===== src/rtl/serial_add_pkg.sv =====
// Shared definitions for the bit-serial adder: FSM state encoding and the
// default operand width.
package serial_add_pkg;

  localparam int DEFAULT_WIDTH = 8;

  typedef enum logic [1:0] {
    ST_IDLE = 2'd0,
    ST_RUN  = 2'd1,
    ST_DONE = 2'd2
  } state_t;

endpackage


===== src/rtl/full_adder.sv =====
// One-bit full adder used as the single arithmetic element of the serial adder.
module full_adder (
  input  logic i_a,
  input  logic i_b,
  input  logic i_c,
  output logic o_sum,
  output logic o_cout
);

  assign o_sum  = i_a ^ i_b ^ i_c;
  assign o_cout = (i_a & i_b) | (i_a & i_c) | (i_b & i_c);

endmodule


===== src/rtl/serial_add_seq.sv =====
// Bit-serial adder: computes a + b + cin one bit per clock, LSB first.
// Sequence per operation: IDLE (accept) -> RUN for WIDTH cycles -> DONE -> IDLE.
// Operands are captured only on the accepting edge; start is ignored outside IDLE.
module serial_add_seq
  import serial_add_pkg::*;
#(
  parameter int WIDTH = DEFAULT_WIDTH
) (
  input  logic             clk,
  input  logic             rst,
  input  logic             start,
  input  logic [WIDTH-1:0] a,
  input  logic [WIDTH-1:0] b,
  input  logic             cin,
  output logic             busy,
  output logic             done,
  output logic [WIDTH-1:0] sum,
  output logic             cout
);

  localparam int CNT_W = $clog2(WIDTH + 1);
  localparam logic [CNT_W-1:0] LAST_BIT = CNT_W'(WIDTH - 1);

  state_t           r_state;
  state_t           w_state_next;
  logic [WIDTH-1:0] r_a;
  logic [WIDTH-1:0] r_b;
  logic [WIDTH-1:0] r_sum;
  logic [WIDTH-1:0] w_sum_shifted;
  logic             r_carry;
  logic             r_cout;
  logic [CNT_W-1:0] r_cnt;
  logic             w_accept;
  logic             w_last;
  logic             w_fa_sum;
  logic             w_fa_cout;

  assign w_accept = (r_state == ST_IDLE) && start;
  assign w_last   = (r_cnt == LAST_BIT);

  // The only arithmetic: operand LSBs plus the running carry.
  full_adder u_fa (
    .i_a    (r_a[0]),
    .i_b    (r_b[0]),
    .i_c    (r_carry),
    .o_sum  (w_fa_sum),
    .o_cout (w_fa_cout)
  );

  // State register; reset aborts any in-flight addition without a done pulse.
  always_ff @(posedge clk) begin
    if (rst) begin
      r_state <= ST_IDLE;
    end else begin
      r_state <= w_state_next;
    end
  end

  // Next-state logic: DONE always lasts one cycle and returns to IDLE.
  always_comb begin
    w_state_next = r_state;
    case (r_state)
      ST_IDLE: if (start)  w_state_next = ST_RUN;
      ST_RUN:  if (w_last) w_state_next = ST_DONE;
      ST_DONE: w_state_next = ST_IDLE;
      default: w_state_next = ST_IDLE;
    endcase
  end

  // Shift the new sum bit into the MSB; after WIDTH shifts bit 0 lands at LSB.
  // Written as shift-then-overwrite so WIDTH=1 needs no special case.
  always_comb begin
    w_sum_shifted            = r_sum >> 1;
    w_sum_shifted[WIDTH-1]   = w_fa_sum;
  end

  // Datapath: load on accept, one bit per RUN cycle, hold otherwise.
  always_ff @(posedge clk) begin
    if (rst) begin
      r_a     <= '0;
      r_b     <= '0;
      r_sum   <= '0;
      r_carry <= 1'b0;
      r_cout  <= 1'b0;
      r_cnt   <= '0;
    end else if (w_accept) begin
      r_a     <= a;
      r_b     <= b;
      r_carry <= cin;
      r_cnt   <= '0;
      r_sum   <= '0;
      r_cout  <= 1'b0;
    end else if (r_state == ST_RUN) begin
      r_a     <= r_a >> 1;
      r_b     <= r_b >> 1;
      r_carry <= w_fa_cout;
      r_cnt   <= r_cnt + CNT_W'(1);
      r_sum   <= w_sum_shifted;
      if (w_last) begin
        r_cout <= w_fa_cout;
      end
    end
  end

  assign busy = (r_state == ST_RUN);
  assign done = (r_state == ST_DONE);
  assign sum  = r_sum;
  assign cout = r_cout;

endmodule


===== config.mk =====
export PLATFORM = sky130hd
export DESIGN_NAME = serial_add_seq
export DESIGN_NICKNAME = d
export VERILOG_FILES = /design/src/rtl/serial_add_pkg.sv /design/src/rtl/full_adder.sv /design/src/rtl/serial_add_seq.sv
export SDC_FILE = /design/constraint.sdc
export NUM_CORES = 1
export LEC_CHECK = 0
export ABC_AREA = 1
export CAP_MARGIN = 20
export CORE_ASPECT_RATIO = 0.5
export CORE_UTILIZATION = 54
export CTS_CLUSTER_SIZE = 20
export DETAILED_ROUTE_END_ITERATION = 7
export GPL_TIMING_DRIVEN = 0
export PLACE_DENSITY = 0.83
export REMOVE_ABC_BUFFERS = 1
export SLEW_MARGIN = 25
export SYNTH_ARGS = -nofsm -noshare
export SYNTH_HDL_FRONTEND = slang
export SYNTH_SLANG_ARGS = --single-unit

===== constraint.sdc =====
create_clock -name clk -period 2.3 [get_ports clk]
set_clock_uncertainty 0.1 [all_clocks]
set_input_delay 0.46 -clock clk [delete_from_list [all_inputs] [get_ports clk]]
set_output_delay 0.46 -clock clk [all_outputs]
set_load 0.005 [all_outputs]

==> impl_metrics.prom <==
# TYPE chip_impl_metric gauge
chip_impl_info{name="run_status",value="finished clean"} 1
chip_impl_metric{name="setup_tns",unit="ns"} 0
chip_impl_metric{name="antenna_found_initial",unit=""} 0
chip_impl_info{name="hold_path_class",value="reg -> reg"} 1
chip_impl_metric{name="clock_sink_count",unit=""} 32
chip_impl_metric{name="final_antenna_net_count",unit=""} 0
chip_impl_metric{name="seqPwrFrac",unit="%"} 44.2
chip_impl_metric{name="synth_cell_types",unit=""} 20
chip_impl_metric{name="syn_to_final_growth",unit="%"} 25.30
chip_impl_info{name="layout_commonest_cell",value="nand2_1"} 1
chip_impl_metric{name="design.core.area",unit="um^2"} 2684
chip_impl_metric{name="final_period_utilization",unit="%"} 93.92
chip_impl_metric{name="first_global_vias",unit=""} 1266
chip_impl_metric{name="route.detailed.drc",unit=""} 0
chip_impl_info{name="mostFrequentLayoutCells",value="70 x nand2_1, 31 x dfxtp_1, 30 x clkdlybuf4s50_1"} 1
chip_impl_metric{name="power.static_leakage",unit="uW"} 0.0008665
chip_impl_metric{name="worst_ep_arrival_time",unit="ns"} 1.60
chip_impl_metric{name="switching_share",unit="%"} 24.16
chip_impl_metric{name="power_switching",unit="uW"} 330.6
chip_impl_metric{name="dpl-instance-area",unit="um^2"} 1828
chip_impl_metric{name="place_hpwl",unit="um"} 2031
chip_impl_metric{name="cts-root-to-sink-buffers",unit=""} 2
chip_impl_metric{name="slowest_cell_delay_on_critical_path",unit="ns"} 0.51
chip_impl_metric{name="gpl.final_weighted_congestion",unit=""} 0.7334
chip_impl_metric{name="grt.overflow.total",unit=""} 0
chip_impl_metric{name="syn-cell-area",unit="um^2"} 1573
chip_impl_metric{name="initialDrtViolationCount",unit=""} 101
chip_impl_info{name="critPathTopFamily",value="buffers and inverters"} 1
chip_impl_metric{name="synth.yosys.seq_area_share",unit="%"} 40.73
chip_impl_metric{name="vdd.ir_drop.worst",unit="uV"} 350.0
chip_impl_info{name="rsz_0062_raised_after_global_routing",value="false"} 1
chip_impl_metric{name="yosysWarningCount",unit=""} 0
chip_impl_metric{name="grt_first_pass_wirelength",unit="um"} 5423
chip_impl_metric{name="finalPower",unit="uW"} 1368
chip_impl_metric{name="postRouteWirelength",unit="um"} 3342
chip_impl_metric{name="grt.total_usage",unit="%"} 23.72
chip_impl_metric{name="finalSetupViolations",unit=""} 0
chip_impl_metric{name="post-route-util",unit="%"} 73.43
chip_impl_metric{name="final_net_count",unit=""} 282
chip_impl_metric{name="cts-htree-levels",unit=""} 2
chip_impl_metric{name="cts.clk_slew.worst_paths",unit="ns"} 0.07
chip_impl_info{name="crit_path_cell_trace",value="inv_2, nor2_1, clkdlybuf4s50_1"} 1
chip_impl_metric{name="max_cap_viol_count",unit=""} 0
chip_impl_metric{name="place_inst",unit=""} 289
chip_impl_metric{name="route.vias.total",unit=""} 1479
chip_impl_metric{name="insertion_delay",unit="ns"} 0.29
chip_impl_metric{name="grt_start_max_net_pins",unit=""} 21
chip_impl_metric{name="die_width",unit="um"} 78.32
chip_impl_info{name="critical_path.endpoint_type",value="primary output"} 1
chip_impl_metric{name="layout-drive-gt1-share",unit="%"} 7.663
chip_impl_metric{name="synth.ff_latch_count",unit=""} 32
chip_impl_metric{name="fillers",unit=""} 217
chip_impl_metric{name="maxClockFrequency",unit="MHz"} 462.9
chip_impl_metric{name="syn_area_per_cell",unit="um^2"} 6.693
chip_impl_metric{name="io_buffer_count",unit=""} 30
chip_impl_info{name="startpoint_type",value="flop"} 1
chip_impl_metric{name="layout_min_cycle_time",unit="ns"} 2.160
chip_impl_metric{name="p_clk_share",unit="%"} 43.6
chip_impl_metric{name="required",unit="ns"} 1.74
chip_impl_metric{name="chipHeight",unit="um"} 40.16
chip_impl_metric{name="worst-path-buf-inv",unit=""} 2
chip_impl_metric{name="drt-pass1-iter-count",unit=""} 4
chip_impl_metric{name="combPwrFrac",unit="%"} 12.2
chip_impl_metric{name="vias_per_cell",unit=""} 4.963
chip_impl_info{name="critical_path.slowest_cell",value="clkdlybuf4s50_1"} 1
chip_impl_metric{name="io_pins",unit=""} 31
chip_impl_metric{name="cts_made_buffers",unit=""} 5
chip_impl_metric{name="slew-limit-headroom",unit="%"} 47.15
chip_impl_info{name="cts_tree",value="built"} 1
chip_impl_metric{name="internal-power",unit="uW"} 1038
chip_impl_metric{name="final_design_area_no_fill",unit="um^2"} 1971
chip_impl_metric{name="fp-row-count",unit=""} 13
chip_impl_metric{name="measured_slew_at_the_worst_slew_check_pin",unit="ns"} 0.7903
chip_impl_metric{name="areal_power_density_over_the_cells",unit="nW/um^2"} 694.3
chip_impl_metric{name="timing.final.hold_violations",unit=""} 0
chip_impl_metric{name="final_cell_count_no_fill",unit=""} 298
chip_impl_metric{name="path_max_fanout",unit=""} 14
chip_impl_metric{name="die_area",unit="um^2"} 3145
chip_impl_metric{name="starting_density",unit="%"} 58.60
chip_impl_info{name="clock_root_buffer_master",value="clkbuf_8"} 1
chip_impl_metric{name="final_max_slew_viol_count",unit=""} 0
chip_impl_info{name="critPathKind",value="reg -> out"} 1
chip_impl_metric{name="wl_per_cell",unit="um"} 11.21
chip_impl_metric{name="num_antenna_cells",unit=""} 0
chip_impl_metric{name="netlist_instances",unit=""} 235
layout make-up:
cell class	instances	area (um^2)	share of cell area (%)
clock inverter	1	30.03	1.524
inverter	34	127.6	6.476
tap	37	46.29	2.349
multi-input combinational	156	720.7	36.57
clock buffer	7	96.34	4.889
sequential	32	641.9	32.57
timing repair buffer	31	307.8	15.62
state kept, by name, summed over array words and instances, names as in the netlist:
name	count
r_a	8
r_b	8
r_carry	1
sum	8
cout	1
r_cnt	4
r_state	2
stage by stage:
stage          hold slack (ns)  setup WS (ns)
4_1_cts                 0.3681         0.1523
5_1_grt                 0.3827        0.03014
3_3_place_gp            0.3530       -0.08226
3_5_place_dp            0.3576        -0.1231
6_report                0.3682         0.1399
2_1_floorplan           0.3393         0.7960
cells by family (layout without fill, tap and decap cells):
kind of cell               Yosys count  count (layout)  share of synthesized area [%]
adders and majority gates            2               2                          2.068
and+or+nand+nor                    129             129                          34.84
xor gates and xnor gates             1               1                         0.5570
buffers and inverters               47              73                          13.92
AOI/OAI and AO/OA                   24              24                          7.876
DFF                                 32              32                          40.73
worst reg2reg max path: cells and delay by family (launching register included):
family                 cells  cell delay (ns)
DFF                        1             0.43
and+or+nand+nor            4             0.77
buffers and inverters      2             0.36
metal layers:
| layer | share of wire, % | track usage (%) |
|---|---|---|
| met4 | 1.2 | 9.722 |
| met2 | 49 | 44.74 |
| met1 | 44 | 27.30 |
| met3 | 6.0 | 6.136 |
| met5 | 0 | 0 |
timing repair:
item                       4_1_cts  5_1_grt
gates resized for setup          1        1
hold buffers                     0        0
buffers inserted                 1        0
cloned                           0        0
setup endpoints to repair        1        1
pin swaps                        1        0
power groups by stage:
stage / clock network [uW] / logic [uW] / registers (uW)
6_report: 597 / 167 / 604
5_1_grt: 612 / 187 / 607
4_1_cts: 599 / 167 / 603
3_5_place_dp: 0 / 160 / 615
3_3_place_gp: 0 / 158 / 614
2_1_floorplan: 0 / 92.6 / 610
synth_stat cells:
cell	n	share of area [%]
nor2_4	3	2.1
buf_4	1	0.48
buf_6	4	2.9
ha_1	1	0.80
nand3_1	28	8.9
buf_2	7	2.2
xor2_1	1	0.56
inv_1	29	6.9
fa_1	1	1.3
nor2_1	26	6.2
o21ai_0	6	1.9
a21oi_1	14	4.5
dfxtp_1	32	41
clkbuf_1	1	0.24
nand2_1	70	17
o21ai_2	1	0.56
nand2_2	1	0.40
o21ai_1	3	0.95
nand3b_1	1	0.48
inv_2	5	1.2
worst paths after layout:
check,slack (ns),start,endpoint,depth (start not counted)
max,0.14,r_state[1],done,3
min,0.37,r_b[4],r_b[4],2
max reg2reg,0.50,r_state[0],sum[1],6
min reg2reg,0.37,r_b[4],r_b[4],2
Power figures use the tool's default switching activity.
